==> src/rtl/fpu_issue_queue_pkg.sv <==
// Shared FPU opcode, queue-entry types and operand-class helpers, used by both the issue
// queue and the FPU controller.
package fpu_pkg;

    localparam int REG_NUM    = 32;
    localparam int RW         = $clog2(REG_NUM);
    localparam int INST_NUM_W = 32;

    typedef enum logic [3:0] {
        OP_FADD   = 4'd0,
        OP_FSUB   = 4'd1,
        OP_FMUL   = 4'd2,
        OP_FSQRT  = 4'd3,
        OP_FISQRT = 4'd4,
        OP_FINV   = 4'd5,
        OP_FLOOR  = 4'd6,
        OP_FTOI   = 4'd7,
        OP_ITOF   = 4'd8,
        OP_FDIV   = 4'd9
    } fpu_op_t;

    typedef logic [RW-1:0] reg_addr_t;

    typedef struct packed {
        fpu_op_t                 op;
        reg_addr_t               rs1;
        reg_addr_t               rs2;
        reg_addr_t               rd;
        logic [INST_NUM_W-1:0]   inst_number;
    } iq_entry_t;

    function automatic logic op_uses_rs2(input fpu_op_t op);
        return op inside {OP_FADD, OP_FSUB, OP_FMUL, OP_FDIV};
    endfunction

    function automatic logic op_rs1_is_int(input fpu_op_t op);
        return op == OP_ITOF;
    endfunction

    function automatic logic op_rd_is_int(input fpu_op_t op);
        return op == OP_FTOI;
    endfunction

endpackage

==> src/rtl/fpu_issue_queue_if.sv <==
// Bundle of decode, regfile, scoreboard, writeback and FPU-issue signals around the queue.
// slave = the queue's view, master = the surrounding pipeline's view.
interface fpu_issue_queue_if;
    import fpu_pkg::*;

    logic                    flush;
    logic                    in_valid;
    logic                    in_ready;
    logic [3:0]              in_control;
    reg_addr_t               in_rs1;
    reg_addr_t               in_rs2;
    reg_addr_t               in_rd;
    logic [INST_NUM_W-1:0]   in_inst_number;
    logic [REG_NUM-1:0]      fp_busy;
    logic [REG_NUM-1:0]      int_busy;
    reg_addr_t               fp_raddr_a;
    reg_addr_t               fp_raddr_b;
    logic [31:0]             fp_rdata_a;
    logic [31:0]             fp_rdata_b;
    reg_addr_t               int_raddr;
    logic [31:0]             int_rdata;
    logic                    wb_fp_en;
    logic                    wb_int_en;
    reg_addr_t               wb_addr;
    logic [31:0]             wb_data;
    logic                    fp_sb_set_en;
    logic                    int_sb_set_en;
    reg_addr_t               sb_set_addr;
    logic                    fpu_start;
    logic [3:0]              fpu_control;
    logic [31:0]             operand_a;
    logic [31:0]             operand_b;
    reg_addr_t               register_destination;
    logic [INST_NUM_W-1:0]   fpu_inst_number;

    modport slave (
        input  flush, in_valid, in_control, in_rs1, in_rs2, in_rd, in_inst_number,
        input  fp_busy, int_busy, fp_rdata_a, fp_rdata_b, int_rdata,
        input  wb_fp_en, wb_int_en, wb_addr, wb_data,
        output in_ready, fp_raddr_a, fp_raddr_b, int_raddr,
        output fp_sb_set_en, int_sb_set_en, sb_set_addr,
        output fpu_start, fpu_control, operand_a, operand_b,
        output register_destination, fpu_inst_number
    );

    modport master (
        output flush, in_valid, in_control, in_rs1, in_rs2, in_rd, in_inst_number,
        output fp_busy, int_busy, fp_rdata_a, fp_rdata_b, int_rdata,
        output wb_fp_en, wb_int_en, wb_addr, wb_data,
        input  in_ready, fp_raddr_a, fp_raddr_b, int_raddr,
        input  fp_sb_set_en, int_sb_set_en, sb_set_addr,
        input  fpu_start, fpu_control, operand_a, operand_b,
        input  register_destination, fpu_inst_number
    );

endinterface

==> src/rtl/fpu_issue_queue_hazard_check.sv <==
// Combinational RAW/WAW readiness and operand selection for the head entry of the
// issue queue; a matching same-class writeback both unblocks and supplies the operand.
module fpu_hazard_check
    import fpu_pkg::*;
(
    input  logic                head_valid_i,
    input  logic                hold_i,
    input  fpu_op_t             op_i,
    input  reg_addr_t           rs1_i,
    input  reg_addr_t           rs2_i,
    input  reg_addr_t           rd_i,
    input  logic [REG_NUM-1:0]  fp_busy_i,
    input  logic [REG_NUM-1:0]  int_busy_i,
    input  logic [31:0]         fp_rdata_a_i,
    input  logic [31:0]         fp_rdata_b_i,
    input  logic [31:0]         int_rdata_i,
    input  logic                wb_fp_en_i,
    input  logic                wb_int_en_i,
    input  reg_addr_t           wb_addr_i,
    input  logic [31:0]         wb_data_i,
    output logic                issue_o,
    output logic [31:0]         operand_a_o,
    output logic [31:0]         operand_b_o
);

    logic rs1_int, rd_int, uses_rs2;
    logic fwd_a, fwd_b, busy_a, rdy_a, rdy_b, rdy_d;

    assign rs1_int  = op_rs1_is_int(op_i);
    assign rd_int   = op_rd_is_int(op_i);
    assign uses_rs2 = op_uses_rs2(op_i);

    assign fwd_a  = rs1_int ? (wb_int_en_i && wb_addr_i == rs1_i)
                            : (wb_fp_en_i  && wb_addr_i == rs1_i);
    assign busy_a = rs1_int ? int_busy_i[rs1_i] : fp_busy_i[rs1_i];
    assign rdy_a  = !busy_a || fwd_a;

    // rs2 is always an fp register when it is used at all.
    assign fwd_b = wb_fp_en_i && wb_addr_i == rs2_i;
    assign rdy_b = !uses_rs2 || !fp_busy_i[rs2_i] || fwd_b;

    assign rdy_d = rd_int ? (!int_busy_i[rd_i] || (wb_int_en_i && wb_addr_i == rd_i))
                          : (!fp_busy_i[rd_i]  || (wb_fp_en_i  && wb_addr_i == rd_i));

    assign issue_o = head_valid_i && rdy_a && rdy_b && rdy_d && !hold_i;

    always_comb begin
        operand_a_o = '0;
        operand_b_o = '0;
        if (issue_o) begin
            if (fwd_a)
                operand_a_o = wb_data_i;
            else
                operand_a_o = rs1_int ? int_rdata_i : fp_rdata_a_i;
            if (uses_rs2)
                operand_b_o = fwd_b ? wb_data_i : fp_rdata_b_i;
        end
    end

endmodule

==> src/rtl/fpu_issue_queue.sv <==
// In-order FP issue queue: DEPTH-entry FIFO whose head issues to the FPU once its
// sources and destination clear the scoreboards, marking the destination busy.
module fpu_issue_queue
    import fpu_pkg::*;
#(
    parameter int DEPTH = 4
) (
    input  logic                clk,
    input  logic                rst,
    fpu_issue_queue_if.slave    bus
);

    localparam int PW = $clog2(DEPTH);
    localparam int CW = $clog2(DEPTH + 1);

    iq_entry_t          mem_q [DEPTH];
    logic [PW-1:0]      rd_ptr_q, rd_ptr_d;
    logic [PW-1:0]      wr_ptr_q, wr_ptr_d;
    logic [CW-1:0]      count_q,  count_d;

    iq_entry_t          in_entry;
    iq_entry_t          head;
    logic               empty, enq, issue, rd_int;
    logic [31:0]        operand_a, operand_b;

    assign in_entry = '{op:          fpu_op_t'(bus.in_control),
                        rs1:         bus.in_rs1,
                        rs2:         bus.in_rs2,
                        rd:          bus.in_rd,
                        inst_number: bus.in_inst_number};

    assign empty        = (count_q == '0);
    assign bus.in_ready = (count_q != CW'(DEPTH));
    assign enq          = bus.in_valid && bus.in_ready && !bus.flush;
    assign head         = mem_q[rd_ptr_q];
    assign rd_int       = op_rd_is_int(head.op);

    // Reset is folded into the hold so a ready head cannot fire while state is cleared.
    fpu_hazard_check u_hazard (
        .head_valid_i (!empty),
        .hold_i       (bus.flush || rst),
        .op_i         (head.op),
        .rs1_i        (head.rs1),
        .rs2_i        (head.rs2),
        .rd_i         (head.rd),
        .fp_busy_i    (bus.fp_busy),
        .int_busy_i   (bus.int_busy),
        .fp_rdata_a_i (bus.fp_rdata_a),
        .fp_rdata_b_i (bus.fp_rdata_b),
        .int_rdata_i  (bus.int_rdata),
        .wb_fp_en_i   (bus.wb_fp_en),
        .wb_int_en_i  (bus.wb_int_en),
        .wb_addr_i    (bus.wb_addr),
        .wb_data_i    (bus.wb_data),
        .issue_o      (issue),
        .operand_a_o  (operand_a),
        .operand_b_o  (operand_b)
    );

    assign bus.fp_raddr_a           = issue ? head.rs1 : '0;
    assign bus.fp_raddr_b           = issue ? head.rs2 : '0;
    assign bus.int_raddr            = issue ? head.rs1 : '0;
    assign bus.fpu_start            = issue;
    assign bus.fpu_control          = issue ? head.op : 4'd0;
    assign bus.operand_a            = operand_a;
    assign bus.operand_b            = operand_b;
    assign bus.register_destination = issue ? head.rd : '0;
    assign bus.fpu_inst_number      = issue ? head.inst_number : '0;
    assign bus.fp_sb_set_en         = issue && !rd_int;
    assign bus.int_sb_set_en        = issue && rd_int;
    assign bus.sb_set_addr          = issue ? head.rd : '0;

    always_comb begin
        rd_ptr_d = rd_ptr_q;
        wr_ptr_d = wr_ptr_q;
        count_d  = count_q;
        if (bus.flush) begin
            rd_ptr_d = '0;
            wr_ptr_d = '0;
            count_d  = '0;
        end else begin
            if (enq)
                wr_ptr_d = wr_ptr_q + PW'(1);
            if (issue)
                rd_ptr_d = rd_ptr_q + PW'(1);
            count_d = count_q + CW'(enq) - CW'(issue);
        end
    end

    always_ff @(posedge clk) begin
        if (rst) begin
            rd_ptr_q <= '0;
            wr_ptr_q <= '0;
            count_q  <= '0;
        end else begin
            rd_ptr_q <= rd_ptr_d;
            wr_ptr_q <= wr_ptr_d;
            count_q  <= count_d;
        end
    end

    // Entry payload carries no reset; validity is tracked solely by count_q.
    always_ff @(posedge clk) begin
        if (enq)
            mem_q[wr_ptr_q] <= in_entry;
    end

    always_ff @(posedge clk) begin
        if (!rst) begin
            assert (!(enq && count_q == CW'(DEPTH)));
            assert (!(bus.fp_sb_set_en && bus.int_sb_set_en));
        end
    end

endmodule
==> src/flat_wrapper.sv <==
// flat-port wrapper written by rule: the top's interface ports become plain ports
module fpu_issue_queue_flat import fpu_pkg::*;
#(
    parameter int DEPTH = 4
)
  (clk, rst, bus_flush, bus_in_valid, bus_in_control, bus_in_rs1, bus_in_rs2, bus_in_rd, bus_in_inst_number, bus_fp_busy, bus_int_busy, bus_fp_rdata_a, bus_fp_rdata_b, bus_int_rdata, bus_wb_fp_en, bus_wb_int_en, bus_wb_addr, bus_wb_data, bus_in_ready, bus_fp_raddr_a, bus_fp_raddr_b, bus_int_raddr, bus_fp_sb_set_en, bus_int_sb_set_en, bus_sb_set_addr, bus_fpu_start, bus_fpu_control, bus_operand_a, bus_operand_b, bus_register_destination, bus_fpu_inst_number);
  fpu_issue_queue_if bus_i ();
  input  logic clk;
  input  logic rst;
  input wire logic [$bits(bus_i.flush)-1:0] bus_flush;
  input wire logic [$bits(bus_i.in_valid)-1:0] bus_in_valid;
  input wire logic [$bits(bus_i.in_control)-1:0] bus_in_control;
  input wire logic [$bits(bus_i.in_rs1)-1:0] bus_in_rs1;
  input wire logic [$bits(bus_i.in_rs2)-1:0] bus_in_rs2;
  input wire logic [$bits(bus_i.in_rd)-1:0] bus_in_rd;
  input wire logic [$bits(bus_i.in_inst_number)-1:0] bus_in_inst_number;
  input wire logic [$bits(bus_i.fp_busy)-1:0] bus_fp_busy;
  input wire logic [$bits(bus_i.int_busy)-1:0] bus_int_busy;
  input wire logic [$bits(bus_i.fp_rdata_a)-1:0] bus_fp_rdata_a;
  input wire logic [$bits(bus_i.fp_rdata_b)-1:0] bus_fp_rdata_b;
  input wire logic [$bits(bus_i.int_rdata)-1:0] bus_int_rdata;
  input wire logic [$bits(bus_i.wb_fp_en)-1:0] bus_wb_fp_en;
  input wire logic [$bits(bus_i.wb_int_en)-1:0] bus_wb_int_en;
  input wire logic [$bits(bus_i.wb_addr)-1:0] bus_wb_addr;
  input wire logic [$bits(bus_i.wb_data)-1:0] bus_wb_data;
  output wire logic [$bits(bus_i.in_ready)-1:0] bus_in_ready;
  output wire logic [$bits(bus_i.fp_raddr_a)-1:0] bus_fp_raddr_a;
  output wire logic [$bits(bus_i.fp_raddr_b)-1:0] bus_fp_raddr_b;
  output wire logic [$bits(bus_i.int_raddr)-1:0] bus_int_raddr;
  output wire logic [$bits(bus_i.fp_sb_set_en)-1:0] bus_fp_sb_set_en;
  output wire logic [$bits(bus_i.int_sb_set_en)-1:0] bus_int_sb_set_en;
  output wire logic [$bits(bus_i.sb_set_addr)-1:0] bus_sb_set_addr;
  output wire logic [$bits(bus_i.fpu_start)-1:0] bus_fpu_start;
  output wire logic [$bits(bus_i.fpu_control)-1:0] bus_fpu_control;
  output wire logic [$bits(bus_i.operand_a)-1:0] bus_operand_a;
  output wire logic [$bits(bus_i.operand_b)-1:0] bus_operand_b;
  output wire logic [$bits(bus_i.register_destination)-1:0] bus_register_destination;
  output wire logic [$bits(bus_i.fpu_inst_number)-1:0] bus_fpu_inst_number;
  assign bus_i.flush = bus_flush;
  assign bus_i.in_valid = bus_in_valid;
  assign bus_i.in_control = bus_in_control;
  assign bus_i.in_rs1 = bus_in_rs1;
  assign bus_i.in_rs2 = bus_in_rs2;
  assign bus_i.in_rd = bus_in_rd;
  assign bus_i.in_inst_number = bus_in_inst_number;
  assign bus_i.fp_busy = bus_fp_busy;
  assign bus_i.int_busy = bus_int_busy;
  assign bus_i.fp_rdata_a = bus_fp_rdata_a;
  assign bus_i.fp_rdata_b = bus_fp_rdata_b;
  assign bus_i.int_rdata = bus_int_rdata;
  assign bus_i.wb_fp_en = bus_wb_fp_en;
  assign bus_i.wb_int_en = bus_wb_int_en;
  assign bus_i.wb_addr = bus_wb_addr;
  assign bus_i.wb_data = bus_wb_data;
  assign bus_in_ready = bus_i.in_ready;
  assign bus_fp_raddr_a = bus_i.fp_raddr_a;
  assign bus_fp_raddr_b = bus_i.fp_raddr_b;
  assign bus_int_raddr = bus_i.int_raddr;
  assign bus_fp_sb_set_en = bus_i.fp_sb_set_en;
  assign bus_int_sb_set_en = bus_i.int_sb_set_en;
  assign bus_sb_set_addr = bus_i.sb_set_addr;
  assign bus_fpu_start = bus_i.fpu_start;
  assign bus_fpu_control = bus_i.fpu_control;
  assign bus_operand_a = bus_i.operand_a;
  assign bus_operand_b = bus_i.operand_b;
  assign bus_register_destination = bus_i.register_destination;
  assign bus_fpu_inst_number = bus_i.fpu_inst_number;
  fpu_issue_queue #(.DEPTH(DEPTH)) u_core (.clk(clk), .rst(rst), .bus(bus_i));
endmodule
==> config.mk <==
export PLATFORM = sky130hd
export DESIGN_NAME = fpu_issue_queue_flat
export DESIGN_NICKNAME = d
export VERILOG_FILES = /design/src/rtl/fpu_issue_queue_pkg.sv /design/src/rtl/fpu_issue_queue_if.sv /design/src/rtl/fpu_issue_queue_hazard_check.sv /design/src/rtl/fpu_issue_queue.sv /design/src/flat_wrapper.sv
export SDC_FILE = /design/constraint.sdc
export NUM_CORES = 1
export LEC_CHECK = 0
export CORE_MARGIN = 5
export CORE_UTILIZATION = 45
export DETAILED_ROUTE_END_ITERATION = 16
export PLACE_DENSITY = 0.78
export SETUP_SLACK_MARGIN = 0.02
export SLEW_MARGIN = 30
export SYNTH_ARGS = -nofsm -noshare
export SYNTH_HDL_FRONTEND = slang
export SYNTH_HIERARCHICAL = 1
export SYNTH_SLANG_ARGS = --single-unit
==> constraint.sdc <==
create_clock -name clk -period 6.33 [get_ports clk]
set_clock_uncertainty 0.2 [all_clocks]
set_input_delay 1.5825 -clock clk [delete_from_list [all_inputs] [get_ports clk]]
set_output_delay 1.5825 -clock clk [all_outputs]
set_load 0.03 [all_outputs]
* Word-level counts from Yosys, hierarchy flattened *
Memory sizes are Yosys's and may differ from the RTL's. A register that Yosys moved wholly into a read port is not among the register bits.
Cells that the tools add are included.

operators by class
  reduce and logical (&&, ||, !) cells = 32
  magnitude comparators = 3
  $add $sub $neg = 4
  mux-type cells = 28
  equality and inequality tests = 9

operator list
  kind                   count
  $mux W32               7
  $bmux W1 S5            5
  $lt A5 B6 Y1 const B   3
  $eq A5 B5 Y1           3
  $mux W5                3
  $logic_and A1 B1 Y1    13
  $mux W1                10
  $logic_not A1 Y1       9
  $eq A4 B4 Y1 const B   2
  $logic_or A1 B1 Y1     6
  $add A2 B1 Y2 const B  2
  $eq A4 B1 Y1 const B   1
  $eq A4 B2 Y1 const B   1
  $eq A4 B3 Y1 const B   1
  $logic_not A4 Y1       1
  $mux W2                2
  $mux W4                1
  $reduce_bool A4 Y1     1
  $add A3 B1 Y3          1
  $logic_not A3 Y1       1
  $ne A3 B3 Y1 const B   1
  $sub A3 B1 Y3          1
  $reduce_or A2 Y1       1

word-level totals
  output and inout bits = 129
  bits in writable memories = 204
  logic and storage cells = 80
  bits in registers = 7
  bits of input ports = 254
  memories = 1

memories
  name          depth  bits a word  read ports  clocked after memory_dff  wr ports  line                   text
  u_core.mem_q  4      51           1           1                         1         fpu_issue_queue.sv:16  iq_entry_t mem_q [DEPTH];

* Longest topological paths before layout *
Gate-level depths: netlist of run 1.

  word-level depth = 11
  mapped depth = 20
  mapped depth without buffers = 14

* By module *
Netlist of run 1, hierarchy kept.

modules (own cells, without submodules)
  module            instances  cells each  sequential area each (µm²)  area each (µm²)
  fpu_issue_queue   1          390         6306.0                      8309.2
  fpu_hazard_check  1          413         0.0                         3658.5

* Worst setup path before layout of run 1 *
OpenSTA, ideal clock, no wires.

  path type = in2out
  start = input port bus_int_busy[31]
  end = output port bus_sb_set_addr[0]
  arrival = 4.681 ns
  required time = 4.547 ns
  stages = 11
  slack = -0.133 ns
  path buffers = 5
  path through = mux4_2 mux4_2 a21oi_1 o21ai_1 buf_4 buf_2 nor2_1 clkbuf_1 clkbuf_1 and2_1 buf_4

on the way
  longest elaborated chain between the ends = 10
  elaborated cells between the ends (all ways) = 15
  classes of those cells = mux (7); reduce/logical (8)

ends and longest elaborated chain
  what                                line                                text
  start: declaration                  flat_wrapper.sv:18                  input wire logic [$bits(bus_i.int_busy)-1:0] bus_int_busy;
  $bmux W1 S5                         fpu_issue_queue_hazard_check.sv:35  assign busy_a = rs1_int ? int_busy_i[rs1_i] : fp_busy_i[rs1_i];
  $mux W1 (not written as such)       fpu_issue_queue_hazard_check.sv:35
  $mux W1                             fpu_issue_queue_hazard_check.sv:35
  $logic_not A1 Y1                    fpu_issue_queue_hazard_check.sv:36  assign rdy_a = !busy_a || fwd_a;
  $logic_or A1 B1 Y1                  fpu_issue_queue_hazard_check.sv:36
  $logic_and A1 B1 Y1 (2 in a row)    fpu_issue_queue_hazard_check.sv:45  assign issue_o = head_valid_i && rdy_a && rdy_b && rdy_d && !hold_i;
  $logic_and A1 B1 Y1 * (2 in a row)  fpu_issue_queue_hazard_check.sv:45
  via bus_fpu_start                   flat_wrapper.sv:33                  output wire logic [$bits(bus_i.fpu_start)-1:0] bus_fpu_start;
  $mux W5 *                           n/a
  end: declaration                    flat_wrapper.sv:32                  output wire logic [$bits(bus_i.sb_set_addr)-1:0] bus_sb_set_addr;

Mark *: on every way through the listed nets, which the timed path passes. The rest lies on a longest branch. The select of a mux whose other input is x is not followed.

* Worst setup path in the final report of run 1 *
  start = input port bus_int_busy[21]
  end = output port bus_operand_a[14]

on the way
  longest elaborated chain between the ends = 10
  elaborated cells between the ends (all ways) = 15
  classes of those cells = mux (7); reduce/logical (8)

ends and longest elaborated chain
  what                                line                                text
  $bmux W1 S5                         fpu_issue_queue_hazard_check.sv:35
  $mux W1 (not written as such)       fpu_issue_queue_hazard_check.sv:35
  $mux W1                             fpu_issue_queue_hazard_check.sv:35
  $logic_not A1 Y1                    fpu_issue_queue_hazard_check.sv:36
  $logic_or A1 B1 Y1                  fpu_issue_queue_hazard_check.sv:36
  $logic_and A1 B1 Y1 (2 in a row)    fpu_issue_queue_hazard_check.sv:45
  $logic_and A1 B1 Y1 * (2 in a row)  fpu_issue_queue_hazard_check.sv:45
  $mux W32 *                          fpu_issue_queue_hazard_check.sv:50  if (issue_o) begin
  end: declaration                    flat_wrapper.sv:35                  output wire logic [$bits(bus_i.operand_a)-1:0] bus_operand_a;

Every way passes the cells marked *; elsewhere a longest branch is shown, timed or not. The select of a mux whose other input is x is not followed.

==> out/summary.txt, run 1 <==
Input/output buffers: 382
Hold Crit Class: reg2reg
Worst Tran Pin Value: 908 ps
CP top delay family: buffers and inverters
Worst Path Arrival: 4400 ps
Initial DRT Pass Iterations: 5
Crit path max-delay cell type: clkdlybuf4s50_1
Hold Path Origin: u_core/wr_ptr_q[0]
Worst Setup Start Kind: primary input
CTS clk-pin slew, worst paths: 60 ps
Synth area leader: edfxtp_1
R2R Setup Slk: 1480 ps
Post-synth top area share: 51.2%
P_leak: 5.55 nW
Die area: 0.0300 mm²
Worst vdd ir: 0.252 mV
R2r endpoint: u_core/count_q[2]
Power density cells: 187 mW/mm²
Routed via count: 8,439
DRC viols: 0
Final hold vios: 0
Die width: 173 µm
Total grt overflow: 0
Layout cells sized above 1: 32.5%
Commonest non-fill, non-tap cell in the layout: clkdlybuf4s50_1
Post-Syn Area: 0.0120 mm²
Total track usage: 23.3%
Core Region: 0.0261 mm²
CTS tree: yes
Chip Height: 173 µm
Count of different cell masters after synthesis: 56
Post-DRT Antenna Nets: 0
Largest net degree at the start of global routing: 64
Sequential share of the synthesized area: 52.7%
Highest clock rate: 162 MHz
R2R depth: 15
Setup TNS: 0 ps
Period Utilization, post-route: 97.7%
Most frequent CP cell: clkdlybuf4s50_1
Pre-CTS setup slack: 159 ps
Area Overhead vs Synth: 38.2%
CTS Buf Count: 19
Clock sinks: 213
Setup violators final: 0
Status: complete, no violations
Hold Path Sink: u_core/wr_ptr_q[0]
Max Slew Vio Count: 0
Gp weighted congestion: 0.888
Starting Density: 45.8%
Drt first-iter violations: 716
Cells taking the most area after synthesis: edfxtp_1 51%, mux4_2 16%, mux2_2 3.3%, nor4_2 3.2%, mux2i_1 3.2%
# rows: 59
#FFs+latches synth: 213
HPWL after DPL: 26,700 µm
Root Driver: clkbuf_16
Cell count after synthesis: 803
Worst path max stage delay: 710 ps
Initial antenna violation count: 8
Max cap viols: 0
Syn nets: 1,064
Clock Latency Late Sink: 480 ps
Cell depth of the worst hold path: 2
Worst slew margin: 39.4%
Critical path class: in2out
Layout Nets: 1,416
Commonest cells after routing, fill and taps aside: 255 x clkdlybuf4s50_1, 204 x edfxtp_1, 132 x buf_4
CP Capture Type: output pin
DRT Wirelength: 36,200 µm
Vias in the first global route: 8,825
Clock Tree Buf Depth: 3
Cell Chain, Critical Path: clkdlybuf4s50_1 > mux4_2 > mux2_2 > a211oi_2 > o211ai_4 > nor3_2 > clkdlybuf4s50_1
RSZ-0062 raised after global routing: yes
Critical Path RT: 4550 ps
Global-route wire length before repair: 54,700 µm
Synthesis Warnings: 6
Crit path max fanout: 3
Min cycle time layout: 6180 ps
H-tree level count: 1
PnR worst setup slack: 148 ps
Crit path buf inv count: 2
I/O pin count: 383
Avg WL per Cell: 24.0 µm
Avg Cell Area, Syn: 14.9 µm²
DR vias/cell: 5.59
## layout make-up
cell class / count / area, µm²
timing repair buffer: 411 / 4020
clock buffer: 22 / 487
sequential: 213 / 6310
inverter: 13 / 48.8
antenna: 8 / 20.0
tap: 335 / 419
clock inverter: 10 / 76.3
fill: 1970 / 9600
multi-input combinational: 497 / 5160
## cell usage after synthesis, drive strengths merged
| cell type | number |
|---|---|
| a211oi | 1 |
| ha | 6 |
| inv | 13 |
| mux2i | 38 |
| o221ai | 1 |
| nand2 | 39 |
| nand4b | 2 |
| nor3b | 1 |
| clkbuf | 23 |
| o22ai | 3 |
| nor2 | 46 |
| a31o | 1 |
| o31ai | 1 |
| nand3b | 2 |
| a311oi | 1 |
| mux4 | 89 |
| a21oi | 35 |
| nor4 | 34 |
| and3 | 2 |
| o21ai | 4 |
| o211ai | 2 |
| or2 | 1 |
| xor2 | 13 |
| xnor2 | 6 |
| a2111oi | 1 |
| fa | 1 |
| nor4b | 1 |
| nand4 | 3 |
| edfxtp | 204 |
| nor2b | 7 |
| dfxtp | 9 |
| nand3 | 8 |
| nor3 | 35 |
| o41a | 1 |
| o2111ai | 1 |
| mux2 | 40 |
| and4 | 1 |
| nand2b | 4 |
| buf | 57 |
| a211o | 1 |
| a41oi | 1 |
| or3 | 1 |
| a22oi | 3 |
| a31oi | 4 |
| and2 | 56 |
## worst max path at each step
stage / to / start / depth (start not counted)
final: bus_operand_a[14] / bus_int_busy[21] / 7
after global routing: bus_operand_a[14] / flop / 8
after CTS: bus_operand_a[14] / flop / 7
after detailed placement: bus_operand_a[14] / bus_int_busy[21] / 7
after global placement: bus_operand_a[14] / bus_int_busy[15] / 7
after floorplan: bus_sb_set_addr[0] / bus_int_busy[31] / 11
## metrics by stage
stage | cells | util (%) | hold WS (ps) | power [W] | instance area, µm²
global route | 1508 | 63.3 | 396 | 0.00321 | 16500
CTS | 1495 | 62.9 | 341 | 0.00311 | 16400
finish | 1509 | 63.3 | 342 | 0.00309 | 16500
detailed placement | 1463 | 60.8 | 324 | 0.00207 | 15900
floorplan | 803 | - | 284 | 0.00182 | 12000
global placement | 1463 | 60.8 | 307 | 0.00206 | 15900
## state kept, by name, summed over array words and instances, names as in the netlist, named ones only
signal	cells
u_core/count_q	3
u_core/mem_q	204
u_core/rd_ptr_q	2
u_core/wr_ptr_q	2
## layer usage
| layer | GRT usage, % | up-vias | wire [µm] |
|---|---|---|---|
| met5 | 0 | - | 20 |
| met4 | 7.22 | 2 | 890 |
| met3 | 5.39 | 49 | 2860 |
| met2 | 41.5 | 355 | 19100 |
| met1 | 28.1 | 4190 | 13300 |
| li1 | - | 3843 | - |
## what timing repair did
action                     in CTS  in global routing
setup buffers                   0                  6
hold buffers                    0                  0
setup endpoints to repair       0                 24
gates resized for setup         0                  2
## kinds of logic (layout without fill, tap and decap cells)
group	count (synthesis)	after routing	synth area share, %
XOR/XNOR	19	19	1.39
AO/OA/AOI/OAI	61	61	3.16
buffers and inverters	93	456	4.79
AND/OR/NAND/NOR	243	243	13.4
adder cells (fa/ha/maj)	7	7	0.795
other	0	8	0
multiplexers	167	167	23.8
flip-flops	213	213	52.7
## worst register-to-register path, cell delays in order (launching register included)
cell      delay (ps)
dfxtp_4          540
mux4_1           760
nor4b_4          460
mux2_1           400
and4_2           200
o41a_1           440
o211ai_4         130
nor2_4            70
buf_12           190
ha_1             320
inv_1             40
ha_1             190
fa_1             420
xnor2_1          180
xnor2_1          130
nor2_1            50
## power breakdown
| group | switching [W] | internal (W) |
|---|---|---|
| Clock | 0.000458 | 0.000591 |
| Sequential | 0.00000595 | 0.00157 |
| Combinational | 0.000214 | 0.000255 |
| Total | 0.000678 | 0.00241 |
Note: power is estimated with default switching activity, not from simulation.
==> inputs of run 2 (changes only) <==
Settings changed: CORE_UTILIZATION 45 to 47, PLACE_DENSITY 0.78 to 0.81.
==> run 2 against run 1 <==
Against the previous run:
- via count grew 0.75%
- setup slack lost 13 ps
- total power grew 3.0%
- combinational power barely moved
- critical path type unchanged
- register-to-register slack got worse by 90 ps
- largest power group unchanged
- sequential cell count did not move
- global-route usage increased by 1.3 points
- sequential power is essentially flat
- sequential share of layout area about the same
- die area fell by 4.0%
==> out/summary.txt, run 2 (synthesis results as in run 1) <==
Status: complete, no violations (unchanged)
Power density cells: 192 mW/mm² (was 187 mW/mm²)
Max Slew Vio Count: 0 (unchanged)
Die width: 170 µm (was 173 µm)
Worst Tran Pin Value: 985 ps (was 908 ps)
Critical Path RT: 4550 ps (about the same)
Clock Latency Late Sink: 470 ps (was 480 ps)
DR vias/cell: 5.64 (was 5.59)
Setup TNS: 0 ps (unchanged)
Final hold vios: 0 (unchanged)
Global-route wire length before repair: 54,300 µm (was 54,700 µm)
Avg WL per Cell: 24.5 µm (was 24.0 µm)
Area Overhead vs Synth: 38.2% (about the same)
Post-DRT Antenna Nets: 0 (unchanged)
Core Region: 0.0251 mm² (was 0.0261 mm²)
CTS clk-pin slew, worst paths: 60 ps (about the same)
# rows: 58 (was 59)
Register area: 0.00631 mm² (unchanged)
Routed via count: 8,502 (was 8,439)
Gp weighted congestion: 0.932 (was 0.888)
Worst vdd ir: 0.302 mV (was 0.252 mV)
P_leak: 5.58 nW (was 5.55 nW)
Vias in the first global route: 9,010 (was 8,825)
Initial DRT Pass Iterations: 6 (was 5)
Worst Setup Start Kind: primary input (unchanged)
Layout Nets: 1,417 (was 1,416)
Fillers: 1,830 (was 1,970)
Layout cells sized above 1: 33.0% (was 32.5%)
Clock Tree Buf Depth: 3 (unchanged)
Most flops, register: u_core/mem_q (unchanged)
Worst slew margin: 34.3% (was 39.4%)
Total grt overflow: 0 (unchanged)
CTS Buf Count: 19 (unchanged)
Final Util: 65.9% (was 63.3%)
Placed insts: 1,463 (unchanged)
Starting Density: 47.7% (was 45.8%)
Largest net degree at the start of global routing: 65 (was 64)
Initial antenna violation count: 15 (was 8)
Min cycle time layout: 6190 ps (was 6180 ps)
Layout Cells excl Fill: 1,507 (was 1,509)
Crit path max fanout: 52 (was 3)
Input/output buffers: 382 (unchanged)
Critical path class: in2out (unchanged)
Hold Crit Class: reg2reg (unchanged)
Clock sinks: 213 (unchanged)
RSZ-0062 raised after global routing: no (was yes)
Highest clock rate: 161 MHz (was 162 MHz)
DRT Wirelength: 36,800 µm (was 36,200 µm)
Period Utilization, post-route: 97.9% (was 97.7%)
H-tree level count: 1 (unchanged)
Setup violators final: 0 (unchanged)
Largest registers: u_core/mem_q x204, u_core/count_q x3 (unchanged)
Final Hold Slack: 326 ps (was 342 ps)
Root Driver: clkbuf_16 (unchanged)
CP Capture Type: output pin (unchanged)
DRC viols: 0 (unchanged)
HPWL after DPL: 27,500 µm (was 26,700 µm)
Chip Height: 170 µm (was 173 µm)
Drt first-iter violations: 564 (was 716)
Multi-input gate area: 0.00515 mm² (was 0.00516 mm²)
Final Power: 0.00318 W (was 0.00309 W)
Commonest cells after routing, fill and taps aside: 254 x clkdlybuf4s50_1, 204 x edfxtp_1, 137 x buf_4 (was 255 x clkdlybuf4s50_1, 204 x edfxtp_1, 132 x buf_4)
Worst Path Arrival: 4410 ps (was 4400 ps)
Number of flip-flops in the largest register: 204 (unchanged)
Commonest non-fill, non-tap cell in the layout: clkdlybuf4s50_1 (unchanged)
CTS tree: yes (unchanged)
Max cap viols: 0 (unchanged)
I/O pin count: 383 (unchanged)
Die area: 0.0288 mm² (was 0.0300 mm²)
Total track usage: 24.6% (was 23.3%)
CTS Hold Bufs: 0 (unchanged)
run 2: worst paths after layout:
kind | startpoint | endpoint | slack, ps | cells after the start
max reg2reg | flop | u_core/count_q[2] | 1390 | 15
min | u_core/wr_ptr_q[1] | u_core/wr_ptr_q[1] | 330 | 2
min reg2reg | u_core/wr_ptr_q[1] | u_core/wr_ptr_q[1] | 330 | 2
max | bus_int_busy[26] | bus_operand_b[0] | 140 | 9
run 2: what timing repair did:
action,CTS,global route
pin swaps,0,1
resized for setup,0,2
buffers inserted,2,0
setup endpoints to repair,1,28
run 2: layout make-up:
class / instances / share of cell area, %
Tap cell: 330 / 2.50
Clock buffer: 23 / 3.03
Inverter: 13 / 0.295
Sequential cell: 213 / 38.2
Clock inverter: 10 / 0.741
Antenna cell: 9 / 0.136
Timing Repair Buffer: 412 / 24.0
Multi-Input combinational cell: 497 / 31.1
run 2: power breakdown:
part / internal (W) / leakage (nW) / switching (W)
Clock: 0.000685 / 0.310 / 0.000458
Combinational: 0.000253 / 3.35 / 0.000213
Sequential: 0.00157 / 1.93 / 0.00000681
Total: 0.00251 / 5.58 / 0.000678
run 2: worst max-delay path, cell delays in order:
cell and delay [ps]:
clkdlybuf4s50_1 470, mux4_2 520, mux4_2 500, a21oi_1 270, o21ai_4 160, buf_12 240, nor4_1 340, buf_4 200
buf_12 110
run 2: per-stage QoR:
step,worst slack [ps],cell area (µm²)
final,136,16500
after global routing,26.8,16500
after CTS,68.4,16500
after detailed placement,126,15900
after global placement,219,15900
after floorplan,34.4,12000
run 2: layer usage:
metal,wire [µm],up-vias,GRT usage (%)
li1,-,3843,-
met1,13300,4220,29.0
met2,19800,366,45.4
met3,2730,61,5.01
met4,939,12,7.11
met5,80,-,0
==> inputs of run 3 (changes only) <==
Settings changed: CTS_CLUSTER_SIZE set to 25, TNS_END_PERCENT set to 50.
==> run 3 against run 2 <==
Against the previous run:
- die area unchanged
- final cell count hardly changed
- wire length about the same
- sequential share of layout area barely moved
- clock power about the same
- hold slack unchanged
- highest routed layer unchanged
==> out/summary.txt, run 3 (synthesis results as in run 1) <==
Status: complete, no violations (unchanged)
Power density cells: 193 mW/mm² (was 192 mW/mm²)
Worst Setup Start Kind: primary input (unchanged)
Worst Tran Pin Value: 985 ps (about the same)
Crit path buf inv count: 4 (unchanged)
Layout Cells excl Fill: 1,506 (was 1,507)
Worst slew margin: 34.3% (about the same)
Input/output buffers: 382 (unchanged)
Hold Crit Class: reg2reg (unchanged)
Commonest non-fill, non-tap cell in the layout: clkdlybuf4s50_1 (unchanged)
Routed via count: 8,537 (was 8,502)
Clock Tree Buf Depth: 3 (unchanged)
Placed insts: 1,463 (unchanged)
DRT Wirelength: 36,900 µm (was 36,800 µm)
Area Overhead vs Synth: 38.2% (about the same)
Gp weighted congestion: 0.932 (unchanged)
Fillers: 1,831 (was 1,830)
Cell Chain, Critical Path: clkdlybuf4s50_1 > mux4_2 > mux4_2 > a21oi_1 > o21ai_4 > buf_12 > nor4_1 > buf_4 > buf_12 (unchanged)
P_leak: 5.58 nW (about the same)
Cell area after layout: 0.0165 mm² (about the same)
Highest clock rate: 161 MHz (about the same)
Hold Path Sink: u_core/wr_ptr_q[1] (unchanged)
Critical path class: in2out (unchanged)
Layout Nets: 1,417 (unchanged)
Final hold vios: 0 (unchanged)
Largest registers: u_core/mem_q x204, u_core/count_q x3 (unchanged)
Most flops, register: u_core/mem_q (unchanged)
# rows: 58 (unchanged)
Cell depth of the worst hold path: 2 (unchanged)
Crit path max-delay cell type: mux4_2 (unchanged)
DP Area: 0.0159 mm² (unchanged)
Period Utilization, post-route: 97.9% (about the same)
Worst Path Arrival: 4410 ps (about the same)
Core Region: 0.0251 mm² (unchanged)
Drt first-iter violations: 560 (was 564)
R2R depth: 15 (unchanged)
RSZ-0062 raised after global routing: yes (was no)
CP Capture Type: output pin (unchanged)
Hold Path Origin: u_core/wr_ptr_q[1] (unchanged)
Total track usage: 24.6% (unchanged)
Post-DRT Antenna Nets: 0 (unchanged)
Root Driver: clkbuf_16 (unchanged)
R2R Setup Slk: 1390 ps (about the same)
H-tree level count: 1 (unchanged)
I/O pin count: 383 (unchanged)
Min cycle time layout: 6190 ps (about the same)
Number of flip-flops in the largest register: 204 (unchanged)
HPWL after DPL: 27,500 µm (unchanged)
Commonest cells after routing, fill and taps aside: 254 x clkdlybuf4s50_1, 204 x edfxtp_1, 138 x buf_4 (was 254 x clkdlybuf4s50_1, 204 x edfxtp_1, 137 x buf_4)
Vias in the first global route: 9,010 (unchanged)
CTS clk-pin slew, worst paths: 60 ps (about the same)
Total grt overflow: 0 (unchanged)
Critical Path RT: 4550 ps (about the same)
Layout cells sized above 1: 33.0% (unchanged)
CTS tree: yes (unchanged)
R2r endpoint: u_core/count_q[2] (unchanged)
Worst vdd ir: 0.302 mV (about the same)
Die width: 170 µm (unchanged)
Chip Height: 170 µm (unchanged)
Crit path max fanout: 52 (unchanged)
Die area: 0.0288 mm² (unchanged)
Starting Density: 47.7% (unchanged)
Initial antenna violation count: 15 (unchanged)
Clock sinks: 213 (unchanged)
CP top delay family: buffers and inverters (unchanged)
Largest net degree at the start of global routing: 65 (unchanged)
Worst path max stage delay: 520 ps (about the same)
Max cap viols: 0 (unchanged)
Setup TNS: 0 ps (unchanged)
CTS Buf Count: 19 (unchanged)
DRC viols: 0 (unchanged)
Max Slew Vio Count: 0 (unchanged)
DR vias/cell: 5.67 (was 5.64)
Setup violators final: 0 (unchanged)
Initial DRT Pass Iterations: 5 (was 6)
Avg WL per Cell: 24.5 µm (about the same)
Clock Latency Late Sink: 470 ps (about the same)
Global-route wire length before repair: 54,300 µm (unchanged)
-- run 3: changes by cell type in the layout (fill, tap and decap cells not counted) --
cell	change
buf_4	+1
buf_6	-1
diode_2	-1
-- run 3: worst register-to-register path, stage by stage, from the launching register on --
cell	delay [ps]
dfxtp_4	530
mux4_1	760
nor4b_2	560
mux2_1	400
and4_2	220
o41a_1	450
o211ai_4	140
nor2_4	70
buf_12	180
ha_1	320
inv_1	40
ha_1	180
fa_1	410
xnor2_1	180
xnor2_1	140
nor2_1	50
-- run 3: where the power goes --
part | total, W | switching (W) | internal [W]
Clock | 0.00114 | 0.000458 | 0.000685
Sequential | 0.00157 | 0.00000681 | 0.00157
Combinational | 0.000467 | 0.000213 | 0.000253
-- run 3: repair_timing --
item                       in CTS  in global routing
pin swaps                       0                  1
setup buffers                   2                  0
resized for setup               0                  1
setup endpoints to repair       1                 28
hold buffers                    0                  0
-- run 3: cell type report --
| class | instances | area, µm² | share of cell area [%] |
|---|---|---|---|
| clock buffer | 23 | 500 | 3.03 |
| sequential | 213 | 6310 | 38.2 |
| antenna | 8 | 20.0 | 0.121 |
| inverter | 13 | 48.8 | 0.295 |
| timing repair buffer | 412 | 3970 | 24.0 |
| tap | 330 | 413 | 2.50 |
| clock inverter | 10 | 123 | 0.742 |
| multi-input combinational | 497 | 5150 | 31.1 |
-- run 3: worst max path at each step --
stage | from | endpoint | slack [ps] | cells past startpoint
3_5_place_dp | bus_int_busy[24] | bus_operand_b[0] | 130 | 9
6_report | bus_int_busy[26] | bus_operand_b[0] | 140 | 9
3_3_place_gp | bus_int_busy[24] | bus_operand_b[0] | 220 | 9
4_1_cts | flop | bus_operand_b[6] | 70 | 8
2_1_floorplan | bus_int_busy[31] | bus_sb_set_addr[0] | 30 | 11
5_1_grt | flop | bus_int_sb_set_en | 10 | 11
-- run 3: per-layer routing --
layer / GRT usage [%] / vias up / share of wire, %
met5: 0 / - / 0.22
met4: 7.11 / 12 / 2.6
met3: 5.01 / 63 / 7.7
met2: 45.4 / 381 / 54
met1: 29.0 / 4239 / 36
li1: - / 3842 / -
-- run 3: per-stage QoR --
stage | hold WS, ps | util [%] | setup WS, ps | power, W
3_5_place_dp | 321 | 63.2 | 126 | 0.00207
2_1_floorplan | 284 | - | 34.4 | 0.00182
3_3_place_gp | 303 | 63.2 | 219 | 0.00206
4_1_cts | 333 | 65.8 | 68.4 | 0.00321
5_1_grt | 376 | 65.9 | 11.5 | 0.00329
6_report | 326 | 65.9 | 136 | 0.00318
